**src/rtl/svm_mem_sequencer_pkg.sv**
```systemverilog
// Shared types for the SVM memory sequencer: payload word, tuple record, FSM state encoding.
package svm_pkg;

    typedef logic [31:0] word_t;

    // "final" is a reserved word, so the end-of-pass tag is final_tag.
    typedef struct packed {
        word_t support;
        word_t test;
        word_t alpha;
        logic  first;
        logic  last;
        logic  final_tag;
    } tuple_t;

    typedef enum logic [1:0] {
        IDLE  = 2'd0,
        ISSUE = 2'd1,
        DRAIN = 2'd2,
        DONE  = 2'd3
    } seq_state_e;

    function automatic int unsigned clog2_min1(input int unsigned n);
        return (n <= 2) ? 1 : $clog2(n);
    endfunction

endpackage

```
**src/rtl/svm_mem_sequencer_if.sv**
```systemverilog
// ROM address/data bus plus the valid/ready tuple stream of the SVM memory sequencer.
interface svm_mem_sequencer_if #(
    parameter int unsigned AW = 4
);
    import svm_pkg::*;

    logic [AW-1:0] sup_addr;
    logic [AW-1:0] test_addr;
    logic [AW-1:0] alpha_addr;
    word_t         sup_data;
    word_t         test_data;
    word_t         alpha_data;
    logic          out_valid;
    logic          out_ready;
    word_t         out_support;
    word_t         out_test;
    word_t         out_alpha;
    logic          out_first;
    logic          out_last;
    logic          out_final;

    modport master (
        output sup_addr, test_addr, alpha_addr,
        input  sup_data, test_data, alpha_data,
        output out_valid, out_support, out_test, out_alpha, out_first, out_last, out_final,
        input  out_ready
    );

    modport slave (
        input  sup_addr, test_addr, alpha_addr,
        output sup_data, test_data, alpha_data,
        input  out_valid, out_support, out_test, out_alpha, out_first, out_last, out_final,
        output out_ready
    );

endinterface

```
**src/rtl/svm_mem_sequencer_skid_fifo.sv**
```systemverilog
// Small skid FIFO of tuples (default depth 2); head is visible combinationally on dout.
module svm_skid_fifo
    import svm_pkg::*;
#(
    parameter int unsigned  Depth = 2,
    localparam int unsigned PW    = clog2_min1(Depth),
    localparam int unsigned CW    = $clog2(Depth + 1)
) (
    input  logic          clk,
    input  logic          rst_n,
    input  logic          push,
    input  logic          pop,
    input  tuple_t        din,
    output tuple_t        dout,
    output logic          empty,
    output logic [CW-1:0] count
);

    tuple_t        mem_q [Depth];
    logic [PW-1:0] rd_ptr_q;
    logic [PW-1:0] wr_ptr_q;
    logic          do_pop;

    function automatic logic [PW-1:0] next_ptr(input logic [PW-1:0] p);
        return (p == PW'(Depth - 1)) ? '0 : p + 1'b1;
    endfunction

    assign empty  = (count == '0);
    assign do_pop = pop && !empty;
    assign dout   = mem_q[rd_ptr_q];

    always_ff @(posedge clk) begin
        if (!rst_n) begin
            for (int i = 0; i < Depth; i++) begin
                mem_q[i] <= '0;
            end
            rd_ptr_q <= '0;
            wr_ptr_q <= '0;
            count    <= '0;
        end else begin
            // When full, a same-cycle push lands in the slot being popped.
            if (push) begin
                mem_q[wr_ptr_q] <= din;
                wr_ptr_q        <= next_ptr(wr_ptr_q);
            end
            if (do_pop) begin
                rd_ptr_q <= next_ptr(rd_ptr_q);
            end
            count <= count + CW'(push) - CW'(do_pop);
        end
    end

    always_ff @(posedge clk) begin
        if (rst_n) begin
            assert (!(push && !do_pop && count == CW'(Depth)))
                else $error("svm_skid_fifo overflow");
        end
    end

endmodule

```
**src/rtl/svm_mem_sequencer.sv**
```systemverilog
// Walks support/test/alpha ROMs for one classification and streams feature tuples downstream.
// Optional perf counters (perf_cycles, perf_stalls) exist when SVM_SEQ_PERF_EN is defined.
module svm_mem_sequencer
    import svm_pkg::*;
#(
    parameter int unsigned  Features = 4,
    parameter int unsigned  Vectors  = 3,
    localparam int unsigned AW       = clog2_min1(Features * Vectors),
    localparam int unsigned TW       = clog2_min1(Vectors),
    localparam int unsigned FW       = clog2_min1(Features),
    localparam int unsigned VW       = clog2_min1(Vectors)
) (
    input  logic                 clk,
    input  logic                 rst_n,
    input  logic                 start,
    input  logic [TW-1:0]        test_idx,
    output logic                 busy,
    output logic                 done,
`ifdef SVM_SEQ_PERF_EN
    output logic [31:0]          perf_cycles,
    output logic [31:0]          perf_stalls,
`endif
    svm_mem_sequencer_if.master  bus
);

    seq_state_e    state_q, state_d;
    logic [VW-1:0] v_q;
    logic [FW-1:0] f_q;
    logic [TW-1:0] tidx_q;
    logic [AW-1:0] sup_addr_q, test_addr_q, alpha_addr_q;
    logic          in_flight_q;
    logic          first_q, last_q, final_q;

    tuple_t        fifo_din, fifo_dout;
    logic          fifo_empty;
    logic [1:0]    fifo_count;
    logic          pop, issue, credit_ok, f_end, v_end, start_acc;

    assign f_end     = (f_q == FW'(Features - 1));
    assign v_end     = (v_q == VW'(Vectors - 1));
    assign pop       = !fifo_empty && bus.out_ready;
    assign start_acc = (state_q == IDLE) && start;

    // Credit counts the beat still in the ROM plus whatever stays queued after this cycle's pop.
    assign credit_ok = ({1'b0, fifo_count} - {2'b00, pop} + {2'b00, in_flight_q}) < 3'd2;
    assign issue     = (state_q == ISSUE) && credit_ok;

    always_comb begin
        state_d = state_q;
        unique case (state_q)
            IDLE:    if (start) state_d = ISSUE;
            ISSUE:   if (issue && f_end && v_end) state_d = DRAIN;
            DRAIN: begin
                if (pop && fifo_dout.final_tag && fifo_count == 2'd1 && !in_flight_q) begin
                    state_d = DONE;
                end
            end
            DONE:    state_d = IDLE;
            default: state_d = IDLE;
        endcase
    end

    always_ff @(posedge clk) begin
        if (!rst_n) begin
            state_q      <= IDLE;
            v_q          <= '0;
            f_q          <= '0;
            tidx_q       <= '0;
            sup_addr_q   <= '0;
            test_addr_q  <= '0;
            alpha_addr_q <= '0;
            in_flight_q  <= 1'b0;
            first_q      <= 1'b0;
            last_q       <= 1'b0;
            final_q      <= 1'b0;
        end else begin
            state_q     <= state_d;
            in_flight_q <= issue;
            if (start_acc) begin
                tidx_q <= test_idx;
                v_q    <= '0;
                f_q    <= '0;
            end
            if (issue) begin
                sup_addr_q   <= AW'(v_q) * AW'(Features) + AW'(f_q);
                test_addr_q  <= AW'(tidx_q) * AW'(Features) + AW'(f_q);
                alpha_addr_q <= AW'(v_q);
                first_q      <= (f_q == '0);
                last_q       <= f_end;
                final_q      <= f_end && v_end;
                if (f_end) begin
                    f_q <= '0;
                    v_q <= v_end ? '0 : v_q + 1'b1;
                end else begin
                    f_q <= f_q + 1'b1;
                end
            end
        end
    end

    // Address flops act as the ROM input register, so read data belongs to the previous issue.
    always_comb begin
        fifo_din           = '0;
        fifo_din.support   = bus.sup_data;
        fifo_din.test      = bus.test_data;
        fifo_din.alpha     = bus.alpha_data;
        fifo_din.first     = first_q;
        fifo_din.last      = last_q;
        fifo_din.final_tag = final_q;
    end

    svm_skid_fifo #(
        .Depth (2)
    ) u_fifo (
        .clk   (clk),
        .rst_n (rst_n),
        .push  (in_flight_q),
        .pop   (pop),
        .din   (fifo_din),
        .dout  (fifo_dout),
        .empty (fifo_empty),
        .count (fifo_count)
    );

    assign busy            = (state_q == ISSUE) || (state_q == DRAIN);
    assign done            = (state_q == DONE);
    assign bus.sup_addr    = sup_addr_q;
    assign bus.test_addr   = test_addr_q;
    assign bus.alpha_addr  = alpha_addr_q;
    assign bus.out_valid   = !fifo_empty;
    assign bus.out_support = fifo_dout.support;
    assign bus.out_test    = fifo_dout.test;
    assign bus.out_alpha   = fifo_dout.alpha;
    assign bus.out_first   = fifo_dout.first;
    assign bus.out_last    = fifo_dout.last;
    assign bus.out_final   = fifo_dout.final_tag;

`ifdef SVM_SEQ_PERF_EN
    logic [31:0] perf_cycles_q, perf_stalls_q;

    always_ff @(posedge clk) begin
        if (!rst_n) begin
            perf_cycles_q <= '0;
            perf_stalls_q <= '0;
        end else if (start_acc) begin
            perf_cycles_q <= '0;
            perf_stalls_q <= '0;
        end else begin
            if (busy && perf_cycles_q != '1) begin
                perf_cycles_q <= perf_cycles_q + 32'd1;
            end
            if (!fifo_empty && !bus.out_ready && perf_stalls_q != '1) begin
                perf_stalls_q <= perf_stalls_q + 32'd1;
            end
        end
    end

    assign perf_cycles = perf_cycles_q;
    assign perf_stalls = perf_stalls_q;
`endif

endmodule

```
**src/flat_wrapper.sv**
```systemverilog
// flat-port wrapper written by rule: the top's interface ports become plain ports
module svm_mem_sequencer_flat import svm_pkg::*;
#(
    parameter int unsigned  Features = 4,
    parameter int unsigned  Vectors  = 3,
    localparam int unsigned AW       = clog2_min1(Features * Vectors),
    localparam int unsigned TW       = clog2_min1(Vectors),
    localparam int unsigned FW       = clog2_min1(Features),
    localparam int unsigned VW       = clog2_min1(Vectors)
)
  (clk, rst_n, start, test_idx, busy, done, bus_sup_addr, bus_test_addr, bus_alpha_addr, bus_sup_data, bus_test_data, bus_alpha_data, bus_out_valid, bus_out_support, bus_out_test, bus_out_alpha, bus_out_first, bus_out_last, bus_out_final, bus_out_ready);
  svm_mem_sequencer_if #(.AW((4))) bus_i ();
  input  logic clk;
  input  logic rst_n;
  input  logic start;
  input  logic [TW-1:0] test_idx;
  output logic busy;
  output logic done;
  output wire logic [$bits(bus_i.sup_addr)-1:0] bus_sup_addr;
  output wire logic [$bits(bus_i.test_addr)-1:0] bus_test_addr;
  output wire logic [$bits(bus_i.alpha_addr)-1:0] bus_alpha_addr;
  input wire logic [$bits(bus_i.sup_data)-1:0] bus_sup_data;
  input wire logic [$bits(bus_i.test_data)-1:0] bus_test_data;
  input wire logic [$bits(bus_i.alpha_data)-1:0] bus_alpha_data;
  output wire logic [$bits(bus_i.out_valid)-1:0] bus_out_valid;
  output wire logic [$bits(bus_i.out_support)-1:0] bus_out_support;
  output wire logic [$bits(bus_i.out_test)-1:0] bus_out_test;
  output wire logic [$bits(bus_i.out_alpha)-1:0] bus_out_alpha;
  output wire logic [$bits(bus_i.out_first)-1:0] bus_out_first;
  output wire logic [$bits(bus_i.out_last)-1:0] bus_out_last;
  output wire logic [$bits(bus_i.out_final)-1:0] bus_out_final;
  input wire logic [$bits(bus_i.out_ready)-1:0] bus_out_ready;
  assign bus_sup_addr = bus_i.sup_addr;
  assign bus_test_addr = bus_i.test_addr;
  assign bus_alpha_addr = bus_i.alpha_addr;
  assign bus_i.sup_data = bus_sup_data;
  assign bus_i.test_data = bus_test_data;
  assign bus_i.alpha_data = bus_alpha_data;
  assign bus_out_valid = bus_i.out_valid;
  assign bus_out_support = bus_i.out_support;
  assign bus_out_test = bus_i.out_test;
  assign bus_out_alpha = bus_i.out_alpha;
  assign bus_out_first = bus_i.out_first;
  assign bus_out_last = bus_i.out_last;
  assign bus_out_final = bus_i.out_final;
  assign bus_i.out_ready = bus_out_ready;
  svm_mem_sequencer #(.Features(Features), .Vectors(Vectors)) u_core (.clk(clk), .rst_n(rst_n), .start(start), .test_idx(test_idx), .busy(busy), .done(done), .bus(bus_i));
endmodule
```
**config.mk**
```make
export PLATFORM = sky130hd
export DESIGN_NAME = svm_mem_sequencer_flat
export DESIGN_NICKNAME = d
export VERILOG_FILES = /design/src/rtl/svm_mem_sequencer_pkg.sv /design/src/rtl/svm_mem_sequencer_if.sv /design/src/rtl/svm_mem_sequencer_skid_fifo.sv /design/src/rtl/svm_mem_sequencer.sv /design/src/flat_wrapper.sv
export SDC_FILE = /design/constraint.sdc
export NUM_CORES = 1
export LEC_CHECK = 0
export BUFFER_PORTS_ARGS = -buffer_cell sky130_fd_sc_hd__buf_2
export CAP_MARGIN = 20
export CELL_PAD_IN_SITES_DETAIL_PLACEMENT = 1
export CELL_PAD_IN_SITES_GLOBAL_PLACEMENT = 1
export CORE_ASPECT_RATIO = 0.5
export CORE_UTILIZATION = 33
export DETAILED_ROUTE_END_ITERATION = 8
export GPL_TIMING_DRIVEN = 0
export HOLD_SLACK_MARGIN = 0.05
export PLACE_DENSITY = 0.69
export SLEW_MARGIN = 10
export SYNTH_ARGS = -nofsm -noshare
export SYNTH_HDL_FRONTEND = slang
export SYNTH_SLANG_ARGS = --single-unit
```
**constraint.sdc**
```tcl
create_clock -name clk -period 24.3 [get_ports clk]
set_input_delay 1.215 -clock clk [delete_from_list [all_inputs] [get_ports clk]]
set_output_delay 1.215 -clock clk [all_outputs]
set_load 0.05 [all_outputs]
```
# [After elaboration in Yosys (flattened, before gate mapping)]
# Memories as Yosys holds them, arrays and structs flattened. A register that Yosys moved wholly into a read port is not among the register bits.
# Index checks and enable logic that the tools add are counted.
[op_classes] addsub=10 mul=0 n_div=0 magnitude_cmp=1 eq_ne=9 shift=0 n_mux=22 bitwise=0 n_reduce_logical=19
[op_table] operator="99-bit 2-to-1 mux" count=1
[op_table] operator="99-bit OR reduction" count=1
[op_table] operator="2-bit 2-to-1 mux" count=10
[op_table] operator="1-bit logical AND" count=10
[op_table] operator="1-bit 2-to-1 mux" count=10
[op_table] operator="4-bit by 2-bit adder with 4-bit output" count=2
[op_table] operator="2-bit equality test, second input constant" count=4
[op_table] operator="2-bit one-hot mux with 4 select lines" count=1
[op_table] operator="2-bit zero test" count=3
[op_table] operator="2-bit by 1-bit adder with 2-bit output, second input constant" count=2
[op_table] operator="2-bit by 1-bit equality test with 1-bit output, second input constant" count=2
[op_table] operator="2-bit by 1-bit inequality test with 1-bit output, second input constant" count=2
[op_table] operator="3-bit by 1-bit adder with 3-bit output" count=1
[op_table] operator="3-bit by 2-bit < comparator with 1-bit output, second input constant" count=1
[op_table] operator="3-bit AND reduction" count=1
[op_table] operator="2-bit by 1-bit subtractor with 3-bit output" count=1
[op_table] operator="1-bit adder, second input constant" count=2
[op_table] operator="2-bit by 1-bit adder with 2-bit output" count=1
[op_table] operator="1-bit zero test" count=2
[op_table] operator="2-bit inequality test, second input constant" count=1
[op_table] operator="2-bit nonzero test" count=1
[op_table] operator="2-bit by 1-bit subtractor with 2-bit output" count=1
[op_table] operator="1-bit logical OR" count=1
[word_totals] regBits=26 latch_bits=0 mem_bits_rw=198 mem_bits_ro=0 out_inout_bits=114 word_cells=76 memories=1
[mem_list] memory="u_core.u_fifo.mem_q" words=2 word_bits=99 rd=1 rd_clocked_by_memory_dff=1 wr=2 line_no="svm_mem_sequencer_skid_fifo.sv:19" rtl="tuple_t mem_q [Depth];"

# [Logic depth before layout (Yosys ltp)]
[depth] depth_word=11 ltp_mapped=10

# [Hierarchy]
# Synthesis repeated with hierarchy kept, for this count alone.
[hier_totals] cells_unflattened=772 hier_area_um2=9624.2
[by_module_without_submodules] module="svm_skid_fifo" n_inst=1 cells_per_inst=662 area_per_inst_um2=8682.1
[by_module_without_submodules] module="svm_mem_sequencer" n_inst=1 cells_per_inst=110 area_per_inst_um2=942.2

# [Worst setup path before layout]
# No wires, ideal clock.
[synth_timing] kind="reg2reg" from="reg u_core.in_flight_q" to="mem u_core.u_fifo.mem_q[0][0] (netlist bit) (enable)" setup_time_ps=693 arrival_time_ps=7381 t_required_ps=23607 setup_slack_ps=16226 stages_incl_launch_ff=3 synth_period_minus_slack_ps=8074 cell_sequence="dfxtp_1 > inv_1 > o21ai_0"
[synth_lines] item="start, declared" line_no="svm_mem_sequencer.sv:31" rtl="logic in_flight_q;"
[synth_lines] item="start signal, assigned" line_no="svm_mem_sequencer.sv:78" rtl="in_flight_q <= issue;"
[synth_lines] item="end, declared" line_no="svm_mem_sequencer_skid_fifo.sv:19"

==> summary.json <==
{
  "synth": {
    "postSynthRegisterBits": 221,
    "synth.cell_area_um2": 9610,
    "synth_enable_flop_cells": 198,
    "synth-async-reset-ratio_pct": 0,
    "synth_cell_type_count": 29,
    "synthCells": 659,
    "yosysSeqAreaShare_pct": 66.6,
    "synth_flop_cell": "edfxtp_1",
    "avgSynthCellArea_um2": 14.6,
    "yosys_warnings": 0
  },
  "detailed_routing": {
    "wire_per_inst_um": 17.8,
    "antenna_left": 0,
    "post-route-drc-count": 0,
    "drt_pass1_iterations": 4,
    "drt_iter0_markers": 229,
    "dr_vias_cell": 4.47,
    "vias": 5834,
    "totalWireLength_mm": 23.2
  },
  "grt": {
    "first_global_vias": 6214,
    "grt_use_total_pct": 15.3,
    "grt-ovfl-total": 0,
    "initial_antenna_violation_count": 3,
    "first_pass_grt_wire_length_mm": 34.9,
    "grt_max_degree": 37
  },
  "pwr": {
    "share_seq_of_total_power_pct": 37.8,
    "static_power_due_to_leakage_uw": 0.00497,
    "swShare_pct": 37.7,
    "intPower_uw": 791,
    "overall_power_uw": 1270,
    "portion_of_total_power_attributed_to_the_clock_network_pct": 26.5,
    "ir_worst_vdd_mv": 0.0444,
    "switching_power_uw": 479,
    "powerDensity_nw_per_um2": 106,
    "share_comb_of_total_power_pct": 35.7
  },
  "critical_path": {
    "timing.setup.critical_path_class": "flip-flop to primary output",
    "critical-path-top-delay-family": "buffers and inverters",
    "critPathCaptureType": "primary output",
    "timing.rr.start": "u_core.u_fifo.count[1]",
    "r2r_cells": 9,
    "path_max_fanout": 10,
    "slowest_delay_ns": 0.38,
    "buffer_and_inverter_count_on_the_worst_path": 4,
    "setup.worst_path.start_class": "flip-flop",
    "critical_path.cell_chain": "buf_4 -> buf_2 -> buf_2 -> mux2_2 -> buf_2",
    "cp_data_required_time_ns": 23.08,
    "rr_endpoint": "u_core.state_q[0]",
    "crit_arrival_ns": 2.25,
    "timing.critical_path.mode_cell": "buf_2",
    "crit_slowest_cell": "mux2_2",
    "regToRegSetupSlack_ns": 21.44
  },
  "clock_tree": {
    "cts_tree": "done",
    "cts_buffer_depth": 3,
    "clock_buffers_created_by_tritoncts": 22,
    "clkSinkCount": 221,
    "postCtsSetupBuffers": 0,
    "cts.root.buffer_cell": "clkbuf_16",
    "clock_latency_on_the_worst_skew_pair_ns": 0.51,
    "cts_hold_buffers": 0,
    "cts.repair.resized": 0,
    "cts_max_level": 1,
    "clkSlewWorstSetupHoldPaths_ns": 0.06
  },
  "sta": {
    "min_period_over_period_pct": 14.3,
    "worstMarginPinSlew_ns": 0.630,
    "fin_skew_ns": 0.00816,
    "max_transition_viols_final": 0,
    "unrepaired_setup_endpoints_after_global_routing": "no",
    "fmaxAchievable_mhz": 289,
    "relSlewSlack_pct": 57.8,
    "timing.final.crit_period_ns": 3.46,
    "fin_tns_setup_ns": 0,
    "setup_viol_count_final": 0,
    "final_hold_viol_count": 0
  },
  "status": {
    "run_status": "complete, no violations"
  },
  "placement": {
    "placed_cell_area_um2": 11300,
    "place_congestion": 0.763,
    "numPortBuffers": 213,
    "detailedPlacementHpwl_mm": 16.5
  },
  "finish": {
    "fillers": 2952,
    "numnets_final": 1016,
    "drive_gt1_share_pct": 40.4,
    "area_of_all_placed_cells_without_fillers_um2": 12000,
    "flow.area_growth_from_synthesis_pct": 24.9,
    "layout_commonest_cell": "buf_2",
    "mostFrequentLayoutCells": "buf_2 (225), and2_1 (206), edfxtp_1 (198)"
  },
  "floorplanning": {
    "ioPinCount": 216,
    "initial_utilization_pct": 34.2,
    "die_height_um": 123,
    "overall_die_area_um2": 29900,
    "core_area_um2": 28100,
    "placementRows": 43,
    "chip_width_um": 243
  },
  "job": {
    "max-cap-violations": 0
  },
  "worst_hold_path": {
    "holdCritPathClass": "flip-flop to flip-flop",
    "min_from": "u_core.bus.test_addr[2]",
    "whs_path_depth": 2,
    "hold-path-endpoint": "u_core.bus.test_addr[2]"
  }
}
worst max-delay path by stage:
| stage | startpoint | endpoint | depth (start not counted) |
|---|---|---|---|
| 6_report | flip-flop | bus_out_support[2] | 5 |
| 5_1_grt | flip-flop | bus_out_support[2] | 5 |
| 4_1_cts | flip-flop | bus_out_support[2] | 5 |
| 3_3_place_gp | u_core.in_flight_q | u_core.u_fifo.mem_q[0][62] | 2 |
| 3_5_place_dp | rst_n | u_core.u_fifo.mem_q[1][62] | 8 |
| 2_1_floorplan | u_core.in_flight_q | u_core.u_fifo.mem_q[0][0] | 2 |
registers in the layout, indices dropped and copies added (netlist names), named ones only:
register	cells
u_core.bus.test_addr	2
u_core.final_q	1
u_core.u_fifo.mem_q	198
u_core.tidx_q	2
u_core.u_fifo.wr_ptr_q	1
u_core.bus.sup_addr	4
u_core.u_fifo.count	2
u_core.v_q	2
u_core.u_fifo.rd_ptr_q	1
u_core.f_q	2
u_core.state_q	2
u_core.first_q	1
u_core.in_flight_q	1
u_core.last_q	1
cell type report:
type | count | area [um2] | area share (%)
sequential | 221 | 6410 | 53.3
timing repair buffer | 219 | 1190 | 9.88
multi-input combinational | 389 | 3000 | 25.0
tap | 382 | 478 | 3.98
clock buffer | 26 | 587 | 4.89
antenna | 3 | 7.51 | 0.0625
buffer | 43 | 203 | 1.69
clock inverter | 14 | 115 | 0.959
inverter | 7 | 26.3 | 0.219
cells in the mapped netlist (2+ instances only):
| master | number | area share, % |
|---|---|---|
| and2_1 | 206 | 13 |
| edfxtp_1 | 198 | 62 |
| mux2_2 | 98 | 11 |
| nand2_1 | 25 | 0.98 |
| clkbuf_1 | 24 | 0.94 |
| dfxtp_1 | 23 | 4.8 |
| a21boi_0 | 14 | 1.1 |
| buf_2 | 12 | 0.62 |
| ha_1 | 10 | 1.3 |
| buf_4 | 7 | 0.55 |
| inv_1 | 7 | 0.27 |
| nand3_1 | 7 | 0.36 |
| and3_1 | 3 | 0.20 |
| or3_1 | 3 | 0.20 |
| mux2i_1 | 2 | 0.21 |
| nand2b_1 | 2 | 0.13 |
| nand4_1 | 2 | 0.13 |
| nor2b_1 | 2 | 0.13 |
| o21ai_0 | 2 | 0.10 |
| xnor2_1 | 2 | 0.18 |
| xor2_1 | 2 | 0.18 |
tightest hold or removal path: cells and delay by family (launching register included):
family | cells | cell delay (ns)
and+or+nand+nor | 1 | 0.05
DFF | 1 | 0.30
AOI/OAI and AO/OA | 1 | 0.06
through the flow:
| step | utilization [%] | instances | setup WS [ns] | hold slack, ns |
|---|---|---|---|---|
| after global placement | 39.7 | 1255 | 11.10 | 0.454 |
| after floorplan | - | 660 | 16.23 | 0.441 |
| after global routing | 42.7 | 1303 | 20.71 | 0.496 |
| after detailed placement | 40.2 | 1261 | 20.33 | 0.456 |
| after CTS | 42.7 | 1301 | 20.76 | 0.463 |
| final | 42.7 | 1304 | 20.84 | 0.459 |
kinds of logic (layout without fill, tap and decap cells):
kind of cell	count (synthesis)	in the layout	share of synthesized area (%)
other	1	5	0.0390
and+or+nand+nor	252	252	15.7
AOI/OAI and AO/OA	18	18	1.38
buffers and inverters	50	309	2.38
DFF	221	221	66.6
muxes	101	101	11.8
adders and majority gates	11	11	1.51
xor gates and xnor gates	5	5	0.534
metal layers:
metal / up-vias / wire (um) / GRT usage [%]
met5: - / 0 / 0
met1: 2948 / 9410 / 18.1
met2: 67 / 12700 / 28.8
met4: 0 / 397 / 3.73
li1: 2792 / - / -
met3: 27 / 705 / 2.91
power by group through the flow:
stage                     Sequential, uW  Combinational, uW  Clock [uW]
final                                480                454         337
after CTS                            481                463         346
after floorplan                      495                344           0
after global placement               502                447           0
after global routing                 485                480         360
after detailed placement             489                461           0
Power figures use the tool's default switching activity.
